File: config.mk
export PLATFORM = sky130hd
export DESIGN_NAME = keypad_scan_ctrl
export DESIGN_NICKNAME = d
export VERILOG_FILES = /design/src/rtl/keypad_pkg.sv /design/src/rtl/keypad_sync2.sv /design/src/rtl/keypad_scan_ctrl.sv
export SDC_FILE = /design/constraint.sdc
export NUM_CORES = 1
export LEC_CHECK = 0
export ABC_AREA = 1
export ABC_CLOCK_PERIOD_IN_PS = 3310
export CAP_MARGIN = 20
export CORE_ASPECT_RATIO = 0.75
export CORE_UTILIZATION = 40
export CTS_CLUSTER_SIZE = 24
export DETAILED_ROUTE_END_ITERATION = 10
export DONT_BUFFER_PORTS = 1
export PLACE_DENSITY = 0.6
export REMOVE_ABC_BUFFERS = 1
export SETUP_SLACK_MARGIN = 0.15
export SYNTH_ARGS = -nofsm -noshare
export SYNTH_HDL_FRONTEND = slang
export SYNTH_SLANG_ARGS = --single-unit
File: constraint.sdc
create_clock -name clk -period 3.31 [get_ports clk]
set_input_delay 0.662 -clock clk [delete_from_list [all_inputs] [get_ports clk]]
set_output_delay 0.662 -clock clk [all_outputs]
set_load 0.01 [all_outputs]
File: src/rtl/keypad_pkg.sv
// Shared types and constants for the 4x4 hex keypad scanner: FSM state
// encoding, row-drive reset pattern, and the row/column to key-code map.
package keypad_pkg;

  typedef enum logic [1:0] {
    SCAN,
    DEBOUNCE,
    CAPTURE,
    HOLD
  } state_t;

  // Row 0 driven low first; rotation walks the zero towards row 3.
  localparam logic [3:0] ROW_RST = 4'b1110;

  // Nibble {row,col} holds the key code.
  // Rows: {1,2,3,A}, {4,5,6,B}, {7,8,9,C}, {E(*),0,F(#),D}.
  localparam logic [63:0] KEY_MAP = 64'hDF0E_C987_B654_A321;

  function automatic logic [3:0] key_lookup(input logic [1:0] row, input logic [1:0] col);
    logic [5:0] base;
    base = {row, col, 2'b00};
    return KEY_MAP[base +: 4];
  endfunction

  // True when more than one column line is pulled low.
  function automatic logic multi_low(input logic [3:0] col);
    logic [3:0] low;
    low = ~col;
    return (low & (low - 4'd1)) != 4'd0;
  endfunction

endpackage

File: src/rtl/keypad_sync2.sv
// Two-flop synchroniser for the asynchronous keypad column lines.
// Flops reset to all-ones so an idle (pulled-up) keypad is seen at reset.
module keypad_sync2 #(
  parameter int WIDTH = 4
) (
  input  logic             clk,
  input  logic             rst_n,
  input  logic [WIDTH-1:0] d,
  output logic [WIDTH-1:0] q
);

  logic [WIDTH-1:0] sync_p0;

  // Metastability chain: first stage may go metastable, second settles it.
  always_ff @(posedge clk or negedge rst_n) begin
    if (!rst_n) begin
      sync_p0 <= '1;
      q       <= '1;
    end else begin
      sync_p0 <= d;
      q       <= sync_p0;
    end
  end

endmodule

File: src/rtl/keypad_scan_ctrl.sv
// 4x4 keypad scan controller: rotates the active-low row drive, debounces
// the synchronised columns, and emits a one-cycle key_load/key_valid with
// the encoded key. Optional build macro KEYPAD_MULTIKEY_REJECT_EN makes
// patterns with more than one low column count as "no key".
module keypad_scan_ctrl
  import keypad_pkg::*;
#(
  parameter int SCAN_DIV        = 16,
  parameter int DEBOUNCE_CYCLES = 4
) (
  input  logic       clk,
  input  logic       rst_n,
  input  logic [3:0] col_i,
  output logic [3:0] row_o,
  output logic [3:0] key_code,
  output logic       key_load,
  output logic       key_valid,
  output logic       key_held
);

  localparam int DIV_W = (SCAN_DIV > 1) ? $clog2(SCAN_DIV) : 1;
  localparam int CNT_W = $clog2(DEBOUNCE_CYCLES + 1);
  localparam logic [DIV_W-1:0] DIV_LAST = DIV_W'(SCAN_DIV - 1);
  localparam logic [CNT_W-1:0] CNT_LAST = CNT_W'(DEBOUNCE_CYCLES - 1);

  logic [3:0]       col_s;
  logic [DIV_W-1:0] div;
  logic             tick;
  state_t           state;
  logic [1:0]       row_idx;
  logic [CNT_W-1:0] cnt;
  logic [3:0]       lat_pat;
  logic [1:0]       lat_col;
  logic [1:0]       col_idx;
  logic             pressed;
  logic             press_ok;
  logic             match;

  keypad_sync2 #(.WIDTH(4)) u_sync (
    .clk   (clk),
    .rst_n (rst_n),
    .d     (col_i),
    .q     (col_s)
  );

  // Free-running row dwell divider; never restarted by the FSM.
  always_ff @(posedge clk or negedge rst_n) begin
    if (!rst_n) begin
      div <= '0;
    end else if (div == DIV_LAST) begin
      div <= '0;
    end else begin
      div <= div + 1'b1;
    end
  end

  assign tick = (div == DIV_LAST);

  // Column decode: lowest low column wins; optional multi-key rejection.
  always_comb begin
    col_idx = 2'd0;
    for (int i = 3; i >= 0; i--) begin
      if (!col_s[i]) col_idx = 2'(i);
    end
    pressed = ~&col_s;
`ifdef KEYPAD_MULTIKEY_REJECT_EN
    press_ok = pressed & ~multi_low(col_s);
    match    = (col_s == lat_pat) & ~multi_low(col_s);
`else
    press_ok = pressed;
    match    = (col_s == lat_pat);
`endif
  end

  // Column pattern and index captured on the first pressed tick (data only).
  always_ff @(posedge clk) begin
    if (state == SCAN && tick && press_ok) begin
      lat_pat <= col_s;
      lat_col <= col_idx;
    end
  end

  // Scan/debounce/capture/hold sequencing with registered outputs.
  always_ff @(posedge clk or negedge rst_n) begin
    if (!rst_n) begin
      state     <= SCAN;
      row_o     <= ROW_RST;
      row_idx   <= 2'd0;
      cnt       <= '0;
      key_code  <= 4'h0;
      key_load  <= 1'b0;
      key_valid <= 1'b0;
      key_held  <= 1'b0;
    end else begin
      key_load  <= 1'b0;
      key_valid <= 1'b0;
      case (state)
        SCAN: begin
          if (tick) begin
            if (press_ok) begin
              cnt   <= '0;
              state <= DEBOUNCE;
            end else begin
              row_o   <= {row_o[2:0], row_o[3]};
              row_idx <= row_idx + 2'd1;
            end
          end
        end
        DEBOUNCE: begin
          if (tick) begin
            if (match) begin
              if (cnt == CNT_LAST) begin
                // Code and strobes land together so the key register sees them in one cycle.
                state     <= CAPTURE;
                key_code  <= key_lookup(row_idx, lat_col);
                key_load  <= 1'b1;
                key_valid <= 1'b1;
              end else begin
                cnt <= cnt + 1'b1;
              end
            end else begin
              state   <= SCAN;
              row_o   <= {row_o[2:0], row_o[3]};
              row_idx <= row_idx + 2'd1;
            end
          end
        end
        CAPTURE: begin
          key_held <= 1'b1;
          cnt      <= '0;
          state    <= HOLD;
        end
        HOLD: begin
          if (tick) begin
            if (&col_s) begin
              if (cnt == CNT_LAST) begin
                state    <= SCAN;
                key_held <= 1'b0;
                cnt      <= '0;
                row_o    <= {row_o[2:0], row_o[3]};
                row_idx  <= row_idx + 2'd1;
              end else begin
                cnt <= cnt + 1'b1;
              end
            end else begin
              cnt <= '0;
            end
          end
        end
        default: state <= SCAN;
      endcase
    end
  end

endmodule

==> flow_metrics.py <==
metrics = {
    "outcome": {
        "status": "completed",
    },
    "routing": {
        "avgRoutedWirePerCell_um": 11.3,
        "route.detailed.drc": 0,
        "drt-total-wl_um": 2850,
        "drt-vias-per-instance": 4.76,
        "firstDrtPassIters": 4,
        "drt_iter0_markers": 70,
        "antenna_left": 0,
        "vias": 1200,
    },
    "sta": {
        "relSlewSlack_pct": 27.7,
        "whs_ns": 0.0624,
        "hold_viol": 0,
        "fin_crit_ns": 2.07,
        "rsz0062_at_grt": "false",
        "slew_violations": 0,
        "fmax_mhz": 483,
        "worst_slew_pin_slew_ns": 1.07,
        "fin_skew_ns": 0.00847,
        "finalCritPeriodShare_pct": 62.6,
        "finalSetupTns_ns": 0,
        "setup_violations": 0,
    },
    "die": {
        "rows": 20,
        "pin_count": 17,
        "die_w_um": 77.3,
        "initial_utilization_pct": 42.0,
        "coreArea_um2": 4050,
        "die_h_um": 58.5,
        "die_area_um2": 4520,
    },
    "place": {
        "place_area_um2": 1760,
        "placedCellCount": 244,
        "gp_congestion": 0.857,
        "dp_hpwl_um": 2140,
        "io_buffers": 0,
    },
    "cells_and_area": {
        "finalNetCount": 211,
        "diodes": 0,
        "fin_cells": 252,
        "final_cell_area_um2": 1870,
        "drive_gt1_share_pct": 16.2,
        "area_growth_pct": 9.92,
    },
    "synthesis": {
        "synth_top_area_share_pct": 26.5,
        "syn-mean-instance-area_um2": 8.92,
        "async_flop_share_pct": 82.9,
        "synthMuxAreaShare_pct": 0,
        "synth_top_area_cell": "dfrtp_1",
        "yosysMostFrequentCell": "nand2_1",
        "synthTopCellsByCount": "nand2_1, inv_1, dfrtp_1",
        "synth_top_family_by_area": "simple AND/OR/NAND/NOR gates",
        "synth_ff_type": "dfrtp_1",
        "synth-xor-area-share_pct": 0.514,
        "yosys_warnings": 0,
        "synth_area_leaders": "dfrtp_1, dfstp_2, nand2_1, edfxtp_1, ha_1",
        "yosys.cell_types.count": 28,
        "syn-instance-count": 191,
        "syn_area_um2": 1700,
        "seq_area_frac_synth_pct": 54.0,
        "synth-simple-area-share_pct": 25.9,
        "synth_compound_area_share_pct": 6.98,
        "synthAdderAreaFrac_pct": 6.61,
        "synth_edf_count": 6,
        "ys_seq_elements": 35,
    },
    "pwr": {
        "p_leak_nw": 0.934,
        "power.share.sequential_pct": 52.1,
        "p_sw_mw": 0.196,
        "power.density_nw_per_um2": 474,
        "internal-power_mw": 0.691,
        "sw_frac_of_total_pct": 22.1,
        "vdd_drop_max_uv": 238,
        "clockPowerShare_pct": 43.1,
        "p_comb_share_pct": 4.8,
    },
    "global_routing": {
        "grtUsageTotal_pct": 14.2,
        "grt_pass1_vias": 1127,
        "grt_max_degree": 30,
        "overflow": 0,
        "antenna_found_initial": 0,
        "grt_pass1_wl_um": 4920,
    },
    "critical_path": {
        "cp-start-kind": "flop",
        "critPathSlowestCell": "nor4_1",
        "crit_path_max_incr_delay_ns": 0.91,
        "path_max_fanout": 7,
        "rr_startpoint": "div[0]",
        "cp.required_ns": 3.21,
        "critical_path_class": "flop to flop",
        "endpoint_kind": "flop",
        "crit_chain": "ha_1 > nand3_2 > nor4_1",
        "r2r_slack_ns": 1.24,
        "arrival_ns": 1.97,
        "critPathLaunch": "div[0]",
    },
    "clock_network": {
        "post-cts-setup-buffers": 0,
        "clockBufferDepth": 2,
        "cts_buffers": 5,
        "cts_tree": "done",
        "clk_pin_slew_worst_paths_ns": 0.08,
        "root_buffer": "clkbuf_8",
        "cts_htree_levels": 2,
        "ctsResizeCount": 0,
        "clock_sinks": 35,
        "cts.hold.buffers_added": 0,
        "clk_latency_ns": 0.28,
    },
    "worst_hold_path": {
        "min-delay-path-class": "primary input to async pin",
    },
    "job": {
        "drv_cap": 0,
    },
}
==> layout make-up <==
class | instances | area [µm²]
clock inverters | 3 | 43.8
inverters | 24 | 90.1
well taps | 55 | 68.8
flip-flops and latches | 35 | 920
multi-input cells | 130 | 681
clock buffers | 5 | 68.8
fillers | 400 | 2180
==> critical path: cells and delay by family (launching register included) <==
kind / cells / cell delay, ns
fa+ha+maj: 1 / 0.23
flops: 1 / 0.37
simple gates: 2 / 1.09
==> routing by layer <==
layer	vias up	part of all wire, %	track usage [%]
li1	615	-	-
met1	544	46	17.2
met2	36	46	22.3
met3	5	6.3	5.58
met4	0	1.3	7.28
met5	-	0	0
==> state kept, by name, indices dropped and copies added (netlist names), named ones only <==
name,flops
cnt,3
key_code,4
lat_col,2
u_sync.sync_p0,4
key_valid,1
key_held,1
div,4
lat_pat,4
state,1
row_idx,2
row_o,4
u_sync.q,4
==> placed cells by master, fill, tap and decap left out <==
cell       count
nand2_2        1
o22ai_1        2
nor2_4         2
nand3_1       11
nor4_1         1
edfxtp_1       6
dfrtp_1       18
o21ai_0        7
clkbuf_8       5
nand2_1       60
clkinv_2       1
nor2_1        14
dfstp_2       11
nand2_4        1
inv_1         19
bufinv_16      1
clkinv_1       1
nor2_2         1
nand3_2        2
xor2_1         1
or2_2          1
nand4_1        1
a21oi_1        4
ha_1           9
clkinv_4       1
inv_2          4
nor3_4         1
and2_1         1
a31oi_1        1
o21ai_1        9
==> final timing paths <==
kind,cells past startpoint,to
setup / recovery,3,lat_pat[3]
hold / removal,0,row_idx[0]
setup reg to reg,3,lat_pat[3]
hold reg to reg,0,u_sync.q[0]
max in group asynchronous,0,u_sync.q[1]
min in group clk,0,u_sync.q[0]
==> stage by stage <==
stage	utilization (%)	setup slack, ns	power [mW]
6_report	46.2	1.24	0.888
3_3_place_gp	43.4	1.33	0.512
5_1_grt	46.2	1.15	0.924
2_1_floorplan	-	1.50	0.504
4_1_cts	46.2	1.24	0.897
3_5_place_dp	43.4	1.25	0.513
==> power by group through the flow <==
stage               Combinational, mW  Clock, mW  Sequential, mW
finish                         0.0425      0.382           0.463
global route                   0.0507      0.409           0.465
CTS                            0.0428      0.392           0.463
detailed placement             0.0428          0           0.471
global placement               0.0422          0           0.470
floorplan                      0.0364          0           0.468
==> logic make-up after synthesis <==
| kind of cell | after synthesis |
|---|---|
| AO/OA/AOI/OAI | 23 |
| XOR/XNOR | 1 |
| adder cells (fa/ha/maj) | 9 |
| buffers and inverters | 26 |
| flip-flops | 35 |
| AND/OR/NAND/NOR | 97 |
(Power assumes the default switching activity.)
